### config.mk
export PLATFORM = sky130hd
export DESIGN_NAME = step_ramp_gen
export DESIGN_NICKNAME = d
export VERILOG_FILES = /design/src/rtl/step_ramp_gen.sv
export SDC_FILE = /design/constraint.sdc
export NUM_CORES = 1
export LEC_CHECK = 0
export CAP_MARGIN = 0
export CORE_MARGIN = 4
export CORE_UTILIZATION = 60
export CTS_CLUSTER_SIZE = 10
export DETAILED_ROUTE_END_ITERATION = 16
export PLACE_DENSITY = 0.91
export SKIP_CTS_REPAIR_TIMING = 1
export SLEW_MARGIN = 20
export SYNTH_ARGS = -nofsm -noshare
export SYNTH_HDL_FRONTEND = slang
export SYNTH_SLANG_ARGS = --single-unit
### constraint.sdc
create_clock -name CLK -period 7.05 [get_ports CLK]
set_input_delay 1.41 -clock CLK [delete_from_list [all_inputs] [get_ports CLK]]
set_output_delay 1.41 -clock CLK [all_outputs]
set_load 0.1 [all_outputs]
### src/rtl/step_ramp_gen.sv
// -----------------------------------------------------------------------------
// step_ramp_gen
//   Trapezoidal step-pulse generator feeding a stepper coil sequencer. A move
//   command (step count + direction) produces a PWM step train that starts at
//   START_PERIOD, shortens by ACCEL_DEC per step down to MIN_PERIOD, cruises,
//   then lengthens again so the final step is back at START_PERIOD. Short
//   moves produce a triangular profile and never cruise.
//
// Ports
//   CLK       in   1      system clock, rising edge
//   RST       in   1      synchronous active-high reset
//   START     in   1      move request, sampled only while idle
//   DIR_in    in   1      move direction, latched on an accepted START
//   STEPS     in   CNT_W  steps to issue, latched on an accepted START
//   ABORT     in   1      controlled stop request (only with STEP_ABORT_EN)
//   PWM       out  1      step pulse train, PULSE_W cycles high per step
//   DIR_out   out  1      latched direction, stable for the whole move
//   BUSY      out  1      high from accepted START until DONE
//   DONE      out  1      one-cycle pulse when the move completes
//   STEP_CNT  out  CNT_W  steps issued in the current or last move
//
// Configuration
//   STEP_ABORT_EN  when defined, adds the ABORT port. ABORT during ACCEL or
//                  CRUISE trims the remaining steps to what deceleration needs
//                  (ramp+1) so the move winds down and still ends with DONE.
// -----------------------------------------------------------------------------
module step_ramp_gen #(
    parameter int CNT_W        = 16,
    parameter int START_PERIOD = 1000,
    parameter int MIN_PERIOD   = 200,
    parameter int ACCEL_DEC    = 20,
    parameter int PULSE_W      = 10
) (
    input  logic             CLK,
    input  logic             RST,
    input  logic             START,
    input  logic             DIR_in,
    input  logic [CNT_W-1:0] STEPS,
`ifdef STEP_ABORT_EN
    input  logic             ABORT,
`endif
    output logic             PWM,
    output logic             DIR_out,
    output logic             BUSY,
    output logic             DONE,
    output logic [CNT_W-1:0] STEP_CNT
);

    typedef enum logic [2:0] {
        S_IDLE,
        S_ACCEL,
        S_CRUISE,
        S_DECEL,
        S_FIN
    } state_t;

    localparam logic [CNT_W-1:0] ONE     = CNT_W'(1);
    localparam logic [CNT_W-1:0] START_P = CNT_W'(START_PERIOD);
    localparam logic [CNT_W-1:0] MIN_P   = CNT_W'(MIN_PERIOD);
    localparam logic [CNT_W-1:0] DEC_P   = CNT_W'(ACCEL_DEC);
    localparam logic [CNT_W-1:0] PULSE_P = CNT_W'(PULSE_W);
    // Thresholds checked before the period arithmetic so it never wraps or
    // overshoots: below SUB_FLOOR a decrement would pass MIN_PERIOD, above
    // ADD_CEIL an increment would pass START_PERIOD.
    localparam logic [CNT_W-1:0] SUB_FLOOR = CNT_W'(MIN_PERIOD + ACCEL_DEC);
    localparam logic [CNT_W-1:0] ADD_CEIL  = CNT_W'(START_PERIOD - ACCEL_DEC);

    state_t           state_q, state_d;
    logic [CNT_W-1:0] period_cnt_q, period_cnt_d;
    logic [CNT_W-1:0] cur_period_q, cur_period_d;
    logic [CNT_W-1:0] ramp_q, ramp_d;
    logic [CNT_W-1:0] remaining_q, remaining_d;
    logic [CNT_W-1:0] step_cnt_q, step_cnt_d;
    logic             pwm_q, pwm_d;
    logic             dir_q, dir_d;
    logic             busy_q, busy_d;
    logic             done_q, done_d;

    logic             abort_req;
    logic             period_end;
    logic             near_end;
    logic             run_d;
    logic [CNT_W:0]   ramp_ext;
    logic [CNT_W-1:0] rem_eff;
    logic [CNT_W-1:0] rem_new;
    logic [CNT_W-1:0] faster_period;

`ifdef STEP_ABORT_EN
    assign abort_req = ABORT;
`else
    assign abort_req = 1'b0;
`endif

    always_comb begin
        // NOTE: every signal written here gets a default first, so no path
        // through the case statement can leave one unassigned and infer a latch.
        state_d      = state_q;
        period_cnt_d = period_cnt_q;
        cur_period_d = cur_period_q;
        ramp_d       = ramp_q;
        remaining_d  = remaining_q;
        step_cnt_d   = step_cnt_q;
        dir_d        = dir_q;
        busy_d       = busy_q;
        done_d       = 1'b0;

        period_end    = (period_cnt_q == cur_period_q - ONE);
        ramp_ext      = {1'b0, ramp_q} + (CNT_W+1)'(1);
        faster_period = (cur_period_q < SUB_FLOOR) ? MIN_P : cur_period_q - DEC_P;

        // An abort only trims the step budget; the normal near-end test then
        // steers the move into DECEL at the next period end.
        rem_eff = remaining_q;
        if (abort_req && (state_q == S_ACCEL || state_q == S_CRUISE)
            && ({1'b0, remaining_q} > ramp_ext)) begin
            rem_eff = ramp_ext[CNT_W-1:0];
        end
        rem_new = rem_eff - ONE;
        // Slow down once the steps left, including the one about to start,
        // fit in ramp+1 periods; the last period then returns to START_PERIOD.
        near_end = ({1'b0, rem_new} <= ramp_ext);

        unique case (state_q)
            S_IDLE: begin
                if (START) begin
                    dir_d        = DIR_in;
                    remaining_d  = STEPS;
                    step_cnt_d   = '0;
                    busy_d       = 1'b1;
                    period_cnt_d = '0;
                    cur_period_d = START_P;
                    ramp_d       = '0;
                    state_d      = (STEPS != '0) ? S_ACCEL : S_FIN;
                end
            end

            S_ACCEL, S_CRUISE, S_DECEL: begin
                remaining_d = rem_eff;
                if (period_end) begin
                    step_cnt_d   = step_cnt_q + ONE;
                    remaining_d  = rem_new;
                    period_cnt_d = '0;
                    if (rem_new == '0) begin
                        state_d = S_FIN;
                        busy_d  = 1'b0;
                        done_d  = 1'b1;
                    end else if (state_q == S_ACCEL) begin
                        if (near_end) begin
                            state_d = S_DECEL;
                        end else begin
                            cur_period_d = faster_period;
                            ramp_d       = ramp_q + ONE;
                            if (faster_period == MIN_P) state_d = S_CRUISE;
                        end
                    end else if (state_q == S_CRUISE) begin
                        if (near_end) state_d = S_DECEL;
                    end else begin
                        cur_period_d = (cur_period_q > ADD_CEIL) ? START_P
                                                                 : cur_period_q + DEC_P;
                        ramp_d       = (ramp_q == '0) ? '0 : ramp_q - ONE;
                    end
                end else begin
                    period_cnt_d = period_cnt_q + ONE;
                end
            end

            S_FIN: begin
                // A zero-step move arrives here with BUSY still high and no
                // DONE yet; it spends one extra cycle to raise DONE.
                if (done_q) begin
                    state_d = S_IDLE;
                end else begin
                    done_d = 1'b1;
                    busy_d = 1'b0;
                end
            end

            default: state_d = S_IDLE;
        endcase

        // PWM is registered but aligned with period_cnt, so the first pulse
        // is already high in the cycle after START is accepted.
        run_d = (state_d == S_ACCEL) || (state_d == S_CRUISE) || (state_d == S_DECEL);
        pwm_d = run_d && (period_cnt_d < PULSE_P);
    end

    always_ff @(posedge CLK) begin
        // NOTE: state registers use non-blocking assignments only, so every
        // flop samples the values computed before this edge.
        if (RST) begin
            state_q      <= S_IDLE;
            period_cnt_q <= '0;
            cur_period_q <= START_P;
            ramp_q       <= '0;
            remaining_q  <= '0;
            step_cnt_q   <= '0;
            pwm_q        <= 1'b0;
            dir_q        <= 1'b0;
            busy_q       <= 1'b0;
            done_q       <= 1'b0;
        end else begin
            state_q      <= state_d;
            period_cnt_q <= period_cnt_d;
            cur_period_q <= cur_period_d;
            ramp_q       <= ramp_d;
            remaining_q  <= remaining_d;
            step_cnt_q   <= step_cnt_d;
            pwm_q        <= pwm_d;
            dir_q        <= dir_d;
            busy_q       <= busy_d;
            done_q       <= done_d;
        end
    end

    assign PWM      = pwm_q;
    assign DIR_out  = dir_q;
    assign BUSY     = busy_q;
    assign DONE     = done_q;
    assign STEP_CNT = step_cnt_q;

endmodule

-- After elaboration in Yosys (flattened, before gate mapping)
Index checks and enable logic that the tools add are counted.
- register bits after elaboration: 87
- input bits: 20
- output and inout port bits: 20
- word-level logic and storage cells: 98
- add/subtract/negate cells: 9
- order comparisons: 4
- eq/ne operators: 16
- muxes and demuxes: 45
- reductions and logical operators: 14
- operators with widths (kind ; number):
    $mux W16 ; 20
    $pmux W16 S2 ; 5
    $add A16 B1 Y16 const B ; 3
    $sub A16 B1 Y16 const B ; 3
    $logic_not A16 Y1 ; 2
    $mux W3 ; 10
    $add A16 B1 Y17 const B ; 1
    $le A16 B17 Y1 ; 1
    $add A16 B5 Y16 const B ; 1
    $eq A16 B16 Y1 ; 1
    $eq A16 B8 Y1 const B ; 1
    $gt A16 B10 Y1 const B ; 1
    $lt A16 B4 Y1 const B ; 1
    $lt A16 B8 Y1 const B ; 1
    $reduce_bool A16 Y1 ; 1
    $sub A16 B5 Y16 const B ; 1
    $eq A3 B2 Y1 const B ; 4
    $ne A2 B2 Y1 const B ; 5
    $pmux W3 S3 ; 1
    $mux W1 ; 7
    $eq A3 B1 Y1 const B ; 2
    $ne A3 B3 Y1 const B ; 2
    $reduce_and A6 Y1 ; 1
    $reduce_and A5 Y1 ; 1
    other kinds (11) ; 12

-- Longest topological paths before layout
Gate-level depths: netlist of the first run.
- depth after elaboration: 13
- mapped depth: 20
- mapped depth without buffers: 17

-- Worst setup path before layout of the first run
Ideal clock, no wire load.
- kind: reg-to-reg
- start point: register remaining_q[2] (netlist: rem_eff[2])
- end point: register cur_period_q[13]
- library setup time: 70 ps
- arrival: 3905 ps
- required time: 6980 ps
- slack: 3074 ps
- stages on the path, launching flop included: 15
- path buffers: 0
- clock period less this slack: 3976 ps
- cell sequence: dfxtp_1 -> nor4_1 -> nand2_1 -> o31a_1 -> or2_2 -> ha_1 -> nand3_1 -> a21oi_1 -> o211a_1 -> nand2_1 -> a211o_1 -> o21ai_0 -> nand3_1 -> or4_1 -> a21oi_1
- word-level cells in the longest chain between the ends: 4
- elaborated cells on any way between the ends: 6
- those cells by class: add/sub: 1; order compare: 1; eq/ne: 2; reduce/logical: 2
- RTL lines (what ; line ; text):
    start, declared ; 72 ; logic [CNT_W-1:0] remaining_q, remaining_d;
    start signal, assigned ; 206 ; remaining_q <= remaining_d;
    $sub A16 B1 Y16 (*) ; 118 ; rem_new = rem_eff - ONE;
    $le A16 B17 Y1 or $logic_not A16 Y1 (tied branches) ; 121, 143 ;
    $ne A3 B3 Y1 (no line) or $ne A2 B2 Y1 (tied branches) ; - ;
    $reduce_and A6 Y1 (no line) (*) ; - ;
    end signal, assigned ; 204 ; cur_period_q <= cur_period_d;
    end, declared ; 70 ; logic [CNT_W-1:0] cur_period_q, cur_period_d;
Mark *: on every way between the ends. The rest lies on a longest branch, timed or not.
A chain may end at the register's enable or synchronous reset.

-- Worst setup path after layout of the first run
- start point: register remaining_q[2] (netlist: rem_eff[2])
- end point: register cur_period_q[2]
The elaborated chain is that of the path after synthesis.

==> metrics.md, run 1 <==
| Metric | Value |
|---|---|
| Antenna violations before repair | 0 |
| Slew Limit Fails | 0 |
| # diodes | 0 |
| Average wire per standard cell | around 17 um |
| Syn Std Cell Area | between 0.006 and 0.007 mm^2 |
| #FFs+latches synth | between 80 and 90 |
| Die area | between 0.01 and 0.015 mm^2 |
| Worst-margin pin slew | a little over 1000 ps |
| Hold WS | 480 ps |
| Worst Hold Class | reg2reg |
| Status | finished clean |
| I/O Buffers | 39 |
| Worst-path maximum fanout | 25 |
| Yosys Warn Count | 0 |
| Max Cap Violations | 0 |
| WS Path Type | reg2reg |
| DR DRC count | 0 |
| Worst skew pair latency | 350 ps |
| Clock tree buffer depth | 2 |
| Routed WL | 18.7 mm |
| Final setup fails | 0 |
| Die width | approximately 110 um |
| Clk Tree Root Cell | clkbuf_16 |
| DRT Pass-1 Iters | 6 |
| Fin crit period | approximately 5000 ps |
| Synthesized area per cell | 7.17 um^2 |
| VDD IR-drop max | 177 uV |
| Area growth, synth to finish | 10.1% |
| Post-Route Skew | between 9 and 10 ps |
| Worst Path Required | ~7300 ps |
| Dpl hpwl | between 10 and 15 mm |
| Area leader, netlist | dfxtp_1 |
| CTS tree | done |
| CTS Buf Count | 9 |
| Setup TNS | 0 ps |
| Worst Setup End Kind | flop |
| Ys async rst share | 0 |
| Via-per-instance ratio | 6.56 |
| Relative slew slack | 0.323 |
| Clock sinks | between 80 and 90 |
| Initial core utilization | 0.622 |
| Main area contributors after synthesis | dfxtp_1 (25%), nand2_1 (6.5%), a21oi_1 (5.3%), nor2_1 (5.3%), ha_1 (4.9%) |
| DRT antenna net count | 0 |
| Layout cells sized above 1 | 0.0412 |
| I/O pin cnt | 40 |
| Critical path startpoint category | flop |
| Gr ovfl total | 0 |
| Pwr dens | ~190 mW/mm^2 |
| DRT iter0 DRCs | 770 |
| Row cnt | 38 |
| Synthesized net count | roughly 1000 |
| Most used DFF post-synth | dfxtp_1 |
| Synth unique cells | between 60 and 70 |
| Fmax achieved | about 200 MHz |
| WP data arrival | approximately 5300 ps |
| Fin crit share | 0.711 |
| GPL Wtd Cong | just under 1 |
| Final Net Count | 990 |
| Seq/Total Area, Yosys | 0.255 |
| Largest net degree at the start of global routing | 66 |
| Die Ht | between 100 and 150 um |
| Global-route wire length before repair | ~31 mm |
| Worst-path clk slew | ~70 ps |
| Filler Cells Inserted | ~910 |
| Number of global-route vias before repair | 6517 |
| Vias | around 7100 |
| H-tree levels | 3 |
| Leak | ~2.7 nW |
| Post-synth EDFFs | 0 |
| RSZ-0062 raised after global routing | no |
| Gate count of the mapped netlist | 954 |
| Floorplan core area | about 0.011 mm^2 |
| Total Routing Usage GR | 0.289 |
| Synth top area share | 0.255 |
| Final hold viol count | 0 |
## logic make-up (layout without fill, tap and decap cells)
family / after synthesis / after routing / synth area share
compound gates: 233 / 233 / 0.215
xor+xnor: 68 / 68 / 0.0871
fa+ha+maj: 28 / 28 / 0.0509
buf+inv: 94 / 87 / 0.0536
flops: 87 / 87 / 0.255
mux: 19 / 19 / 0.0280
simple gates: 425 / 425 / 0.310
## worst max-delay path: stages, from the launching register on
cell	delay, ps
dfxtp_1	360
nor4_1	880
nand2_1	330
or3_1	430
xor2_1	210
inv_1	70
ha_1	280
nand3_1	80
a21oi_1	230
o211a_1	200
nand2_1	60
a211o_1	300
o21ai_0	220
and3_1	860
o2111ai_1	220
a21oi_1	220
## placed cells by master, fill, tap and decap left out, types with 4 or more instances in the layout
cell type          n
a22oi_1            7
a21oi_1           73
nand4b_1           4
ha_1              27
nor2_1            97
xor2_1            32
nand3b_1           4
xnor2_1           36
nand3_1           39
nor2b_1           10
clkbuf_16          9
dfxtp_1           87
o21ai_0           59
a31oi_1           10
nand4_1           20
mux2i_1           18
nor3b_1            4
and3_1            15
a21o_1             7
clkdlybuf4s50_1   38
or3_1             16
inv_1             24
a211o_1            5
nor4_1            22
or4_1             13
a211oi_1           5
nor3_1            29
o22ai_1            8
buf_4              9
o211ai_1           5
and2_1             8
o2111ai_1         10
or2_2              7
a221o_1            6
nand2_1          118
nand2b_1           8
o221ai_1           4
## where the power goes
group | switching [W] | internal, W
combinational | 0.000250 | 0.000155
sequential | 0.0000258 | 0.000506
clock | 0.000202 | 0.000319
total | 0.000477 | 0.000979
## final cells by class
| type | count | area [um^2] | share of cell area |
|---|---|---|---|
| multi-input combinational | 773 | 4750 | 0.631 |
| sequential | 87 | 1740 | 0.231 |
| timing repair buffer | 48 | 453 | 0.0602 |
| clock buffer | 10 | 239 | 0.0317 |
| tap | 140 | 175 | 0.0233 |
| inverter | 24 | 90.1 | 0.0120 |
| clock inverter | 5 | 82.6 | 0.0110 |
## state kept, by name, indices dropped and copies added (netlist names)
| signal | cells |
|---|---|
| state_q | 3 |
| BUSY | 1 |
| period_cnt_q | 16 |
| cur_period_q | 16 |
| rem_eff | 16 |
| STEP_CNT | 16 |
| DONE | 1 |
| PWM | 1 |
| DIR_out | 1 |
| ramp_q | 16 |
## through the flow
stage	worst slack (ps)	instances	power [W]	instance area (um^2)	utilization
3_3_place_gp	2360	1072	0.000921	7200	0.656
3_5_place_dp	2150	1072	0.000932	7200	0.656
4_1_cts	2090	1087	0.00146	7520	0.685
6_report	2040	1087	0.00146	7530	0.685
2_1_floorplan	3070	954	0.000833	6840	-
5_1_grt	1500	1087	0.00153	7530	0.685
## Yosys cell counts (all sizes together), types with 16 or more instances
cell type  count
nand4         21
xnor2         36
clkbuf        61
nand3         39
a21oi         74
inv           24
nand2        118
ha            27
nor4          22
xor2          32
nor3          29
dfxtp         87
or3           16
nor2          97
mux2i         18
o21ai         61
## routing by layer
layer | GRT usage | share of wire
met1 | 0.381 | 0.42
met2 | 0.458 | 0.46
met3 | 0.0516 | 0.080
met4 | 0.138 | 0.035
met5 | 0 | 0
## final timing paths
| check | start | endpoint | slack, ps | depth (start not counted) |
|---|---|---|---|---|
| worst min-delay path | DIR_out$_SDFFE_PP0P_ | DIR_out$_SDFFE_PP0P_ | 480 | 2 |
| worst max register to register | rem_eff[2]$_SDFFE_PP0P_ | cur_period_q[2]$_SDFFE_PP0P_ | 2040 | 15 |
| worst max-delay path | rem_eff[2]$_SDFFE_PP0P_ | cur_period_q[2]$_SDFFE_PP0P_ | 2040 | 15 |
| worst min register to register | DIR_out$_SDFFE_PP0P_ | DIR_out$_SDFFE_PP0P_ | 480 | 2 |
Power figures use the tool's default switching activity.
==> run 2, diff against run 1 <==
--- a/config.mk
+++ b/config.mk
@@ -7,10 +7,10 @@
 export LEC_CHECK = 0
 export CAP_MARGIN = 0
 export CORE_MARGIN = 4
-export CORE_UTILIZATION = 60
+export CORE_UTILIZATION = 55
 export CTS_CLUSTER_SIZE = 10
 export DETAILED_ROUTE_END_ITERATION = 16
-export PLACE_DENSITY = 0.91
+export PLACE_DENSITY = 0.88
 export SKIP_CTS_REPAIR_TIMING = 1
 export SLEW_MARGIN = 20
 export SYNTH_ARGS = -nofsm -noshare
==> constraint.sdc (replaced) <==
create_clock -name CLK -period 4.1 [get_ports CLK]
set_input_delay 0.82 -clock CLK [delete_from_list [all_inputs] [get_ports CLK]]
set_output_delay 0.82 -clock CLK [all_outputs]
set_load 0.1 [all_outputs]
==> run 2 against run 1 <==
Against the previous run: die area is 8.4% higher; non-clock buffer count up 26; sequential cell count unchanged; first-iteration DRC count is 21% higher; sequential share of layout area decreased by 0.80 points; power up 72%; global-route usage shrank 2.0 points; cell area is 3.6% higher; critical path depth shrank 3; maximum frequency rose by 30%.
==> metrics.md, run 2 (synthesis results as in run 1) <==
| Metric | Value |
|---|---|
| Via-per-instance ratio | ~6.4 |
| Die area | 0.0143 mm^2 |
| Crit-path cells | inv_1, ha_1, nor2b_1, or4_4, or3_1, a211oi_1, o2111ai_1, or3_1, a21oi_4, buf_6, o21ai_0, a221oi_1 |
| Status | finished clean |
| Dpl hpwl | 13.9 mm |
| Final instance count without filler cells | 1142 |
| Multi-input logic area | slightly below 0.005 mm^2 |
| Initial core utilization | 0.564 |
| DRT Pass-1 Iters | 6 |
| Worst-margin pin slew | 1040 ps |
| Most common cell after layout, fill and taps aside | nand2_1 |
| Relative slew slack | 0.303 |
| Clock sinks | 87 |
| Worst Setup End Kind | flop |
| Max Cap Violations | 0 |
| CTS Buf Count | 9 |
| DR DRC count | 0 |
| Vias | around 7300 |
| Clock tree buffer depth | 2 |
| I/O pin cnt | 40 |
| WP data arrival | ~4100 ps |
| Worst-path maximum fanout | 15 |
| H-tree levels | 3 |
| Gr ovfl total | 0 |
| Delay-heaviest family, CP | simple AND/OR/NAND/NOR gates |
| DRT iter0 DRCs | 928 |
| Final Net Count | slightly above 1000 |
| Global-route wire length before repair | 32.4 mm |
| Die Ht | ~120 um |
| Slew Limit Fails | 0 |
| Filler Cells Inserted | between 1000 and 1500 |
| Worst-path clk slew | around 70 ps |
| Top cell by count, worst path | or3_1 |
| Register area | about 0.0017 mm^2 |
| Fin crit period | ~3900 ps |
| Fmax achieved | between 200 and 300 MHz |
| Final setup fails | 0 |
| Clk Tree Root Cell | clkbuf_16 |
| Area growth, synth to finish | 14.1% |
| CTS tree | done |
| Max incr delay on CP | 550 ps |
| Routed WL | 19.4 mm |
| GPL Wtd Cong | 0.962 |
| Critical path startpoint category | flop |
| Antenna violations before repair | 0 |
| VDD IR-drop max | 222 uV |
| Worst Hold Class | reg2reg |
| Post-Place Setup Slack | 167 ps |
| Final hold viol count | 0 |
| Row cnt | 40 |
| Number of global-route vias before repair | 6636 |
| DRT antenna net count | 0 |
| Worst skew pair latency | between 300 and 400 ps |
| Layout cells sized above 1 | 0.0780 |
| Fin crit share | 0.943 |
| Leak | 2.80 nW |
| Fin util | 0.644 |
| Pwr dens | around 320 mW/mm^2 |
| Most frequent cells in the layout | nand2_1 (117), nor2_1 (95), dfxtp_1 (86) |
| Worst path slowest cell | or4_4 |
| Dpl cells | between 1000 and 1500 |
| I/O Buffers | 39 |
| Final setup margin | approximately 230 ps |
| Total Routing Usage GR | 0.269 |
| Die width | around 120 um |
| Worst Path Required | 4350 ps |
| WS Path Type | reg2reg |
| Post-Route Skew | around 13 ps |
| # diodes | 0 |
| Floorplan core area | between 0.01 and 0.015 mm^2 |
| Largest net degree at the start of global routing | 65 |
| Crit path buffers/inverters | 2 |
| Average wire per standard cell | 17.0 um |
-- run 2: layout make-up --
| class | instances | area share |
|---|---|---|
| repair buffers | 74 | 0.0835 |
| clock inverters | 5 | 0.00818 |
| inverters | 24 | 0.0115 |
| well taps | 168 | 0.0269 |
| flip-flops and latches | 87 | 0.223 |
| multi-input cells | 773 | 0.615 |
| clock buffers | 11 | 0.0311 |
-- run 2: through the flow --
step	instance area [um^2]	hold slack, ps	setup TNS [ps]	power [W]
floorplan	6840	482	0	0.00143
global placement	7430	470	0	0.00161
detailed placement	7430	475	0	0.00163
CTS	7740	484	0	0.00248
global route	7800	511	-11.2	0.00262
finish	7800	482	0	0.00250
-- run 2: final timing paths --
path	slack [ps]	end	depth (start not counted)	from
setup reg to reg	230	rem_eff[0]$_SDFFE_PP0P_	12	cur_period_q[2]$_SDFFE_PP0P_
hold reg to reg	480	DIR_out$_SDFFE_PP0P_	2	DIR_out$_SDFFE_PP0P_
hold / removal	480	DIR_out$_SDFFE_PP0P_	2	DIR_out$_SDFFE_PP0P_
setup / recovery	230	rem_eff[0]$_SDFFE_PP0P_	12	cur_period_q[2]$_SDFFE_PP0P_
-- run 2: power by group --
part / internal, W / switching [W] / total [W]
clock: 0.000495 / 0.000360 / 0.000855
sequential: 0.000870 / 0.0000363 / 0.000906
combinational: 0.000294 / 0.000446 / 0.000739
total: 0.00166 / 0.000842 / 0.00250
-- run 2: per-layer routing --
metal / vias to the layer above / wire [um] / track usage / part of all wire
li1: 3482 / - / - / -
met1: 3426 / 8290 / 0.360 / 0.43
met2: 355 / 9140 / 0.437 / 0.47
met3: 52 / 1400 / 0.0429 / 0.072
met4: 0 / 556 / 0.102 / 0.029
met5: - / 0 / 0 / 0
-- run 2: worst min-delay path: cells and delay by family (launching register included) --
kind | cells | cell delay (ps)
compound gates | 2 | 130
flops | 1 | 310
==> run 3, diff against run 2 <==
--- a/config.mk
+++ b/config.mk
@@ -10,7 +10,7 @@
 export CORE_UTILIZATION = 55
 export CTS_CLUSTER_SIZE = 10
 export DETAILED_ROUTE_END_ITERATION = 16
-export PLACE_DENSITY = 0.88
+export PLACE_DENSITY = 0.82
 export SKIP_CTS_REPAIR_TIMING = 1
 export SLEW_MARGIN = 20
 export SYNTH_ARGS = -nofsm -noshare
==> run 3 against run 2 <==
Against the previous run: clock skew is essentially flat; hold slack better by 8.4 ps; sequential cell count did not move; utilization about the same; die area stayed put; first-iteration DRC count shrank 3.6%; clock power is 0.6% lower; non-clock buffer count rose by 5; routed wire length fell by 0.44%; final cell count increased by 0.44%; global-route usage is 0.16 points lower; critical path depth grew 5; highest routed layer unchanged.
==> metrics.md, run 3 (synthesis results as in run 1) <==
| Metric | Value |
|---|---|
| Clock sinks | 87 |
| Worst skew pair latency | 350 ps |
| Dpl cells | 1127 |
| Status | finished clean |
| I/O pin cnt | 40 |
| Top cell by count, worst path | nand3_1 |
| Internal | 0.00165 W |
| Initial core utilization | 0.564 |
| Fin crit share | 0.951 |
| Clock tree buffer depth | 2 |
| GPL Wtd Cong | slightly above 0.9 |
| Critical path startpoint category | flop |
| CTS Buf Count | 9 |
| Seq pwr share | 0.364 |
| CTS tree | done |
| Area growth, synth to finish | 14.2% |
| Leak | ~2.8 nW |
| DRT antenna net count | 0 |
| Worst Setup End Kind | flop |
| Worst R2R Path Depth | 17 |
| Final hold viol count | 0 |
| H-tree levels | 3 |
| Crit-path cells | nand4_1, nor2_2, nand3_1, nor2_2, nand4_1, xor2_1, ha_1, nand3_1, a21oi_2, o211a_1, nand2_1, a211o_1, o21ai_1, nand3_1, buf_4, a2111oi_0, o21ai_0 |
| DRT Pass-1 Iters | 5 |
| Multi-input logic area | roughly 0.0048 mm^2 |
| Die Ht | ~120 um |
| # diodes | 0 |
| Final setup fails | 0 |
| Max Cap Violations | 0 |
| Row cnt | 40 |
| VDD IR-drop max | 205 uV |
| Pwr dens | approximately 320 mW/mm^2 |
| Total Routing Usage GR | 0.267 |
| DRT iter0 DRCs | 895 |
| Routed WL | 19.3 mm |
| Global-route wire length before repair | 32.0 mm |
| WS Path Type | reg2reg |
| Number of global-route vias before repair | 6573 |
| Register area | 0.00174 mm^2 |
| Worst hold path cell count | 2 |
| Final Net Count | approximately 1000 |
| WP data arrival | 4110 ps |
| Fmax achieved | 257 MHz |
| Worst Path Required | roughly 4300 ps |
| Antenna violations before repair | 0 |
| Final instance count without filler cells | approximately 1100 |
| Design Power | around 0.0025 W |
| Largest net degree at the start of global routing | 65 |
| Worst path slowest cell | dfxtp_1 |
| Relative slew slack | 0.341 |
| Floorplan core area | 0.0121 mm^2 |
| Via-per-instance ratio | around 6.3 |
| DR DRC count | 0 |
| Sw frac | 0.335 |
| Most common cell after layout, fill and taps aside | nand2_1 |
| Fin crit period | approximately 3900 ps |
| Most frequent cells in the layout | nand2_1 (118), nor2_1 (95), dfxtp_1 (86) |
| Worst Hold Class | reg2reg |
| Vias | between 7000 and 8000 |
| Clk Tree Root Cell | clkbuf_16 |
| Die area | roughly 0.014 mm^2 |
| Dpl hpwl | roughly 14 mm |
| Max incr delay on CP | approximately 470 ps |
| Worst-path maximum fanout | 15 |
| Worst-margin pin slew | between 900 and 1000 ps |
| Average wire per standard cell | around 17 um |
| Combinational share of power | 0.294 |
| I/O Buffers | 39 |
| Clk pwr share | 0.342 |
| Layout cells sized above 1 | 0.0787 |
| Post-Route Skew | about 13 ps |
| Slew Limit Fails | 0 |
| Filler Cells Inserted | about 1100 |
| Worst-path clk slew | approximately 70 ps |
| Die width | 119 um |
| Psw | around 0.00083 W |
| Gr ovfl total | 0 |
==> run 3: cell count changes in the layout (fill, tap and decap cells not counted), sizes merged <==
cell      before  now
buf           36   41
clkinvlp       1    3
inv           26   24
==> run 3: critical path: cells and delay by family (launching register included) <==
family | cells | cell delay, ps
fa+ha+maj | 1 | 290
flops | 1 | 470
simple gates | 8 | 1320
buf+inv | 1 | 250
xor+xnor | 1 | 200
compound gates | 6 | 1210
==> run 3: metal layers <==
layer	vias up	GRT usage	wire length (um)	share of wire
met1	3324	0.344	8110	0.42
met4	0	0.118	754	0.039
met3	65	0.0570	1540	0.080
met5	-	0	0	0
li1	3492	-	-	-
met2	360	0.431	8900	0.46
==> run 3: area by class of cell <==
type                    count  share of cell area
repair buffers             79              0.0894
clock inverters             5             0.00737
flip-flops and latches     87               0.223
clock buffers              11              0.0311
multi-input cells         773               0.610
inverters                  24              0.0115
well taps                 168              0.0269
==> run 3: metrics by stage <==
stage | hold slack, ps | util | area, um^2 | setup slack, ps | TNS [ps]
after floorplan | 482 | - | 6840 | 124 | 0
after global placement | 471 | 0.615 | 7450 | 270 | 0
after detailed placement | 485 | 0.615 | 7450 | 75.0 | 0
after CTS | 494 | 0.640 | 7750 | 47.1 | 0
after global routing | 520 | 0.645 | 7810 | -51.0 | -136
final | 491 | 0.645 | 7810 | 202 | 0
==> run 3: final timing paths <==
kind | startpoint | end | slack [ps]
worst max-delay path | ramp_q[0]$_SDFFE_PP0P_ | cur_period_q[7]$_SDFFE_PP1P_ | 200
worst min register to register | DIR_out$_SDFFE_PP0P_ | DIR_out$_SDFFE_PP0P_ | 490
worst max register to register | ramp_q[0]$_SDFFE_PP0P_ | cur_period_q[7]$_SDFFE_PP1P_ | 200
worst min-delay path | DIR_out$_SDFFE_PP0P_ | DIR_out$_SDFFE_PP0P_ | 490
==> run 3: power groups by stage <==
stage / clock network [W] / registers (W) / logic, W
after floorplan: 0 / 0.000932 / 0.000500
after global placement: 0 / 0.000919 / 0.000694
after detailed placement: 0 / 0.000920 / 0.000708
after CTS: 0.000858 / 0.000901 / 0.000713
after global routing: 0.000901 / 0.000906 / 0.000806
final: 0.000850 / 0.000903 / 0.000730
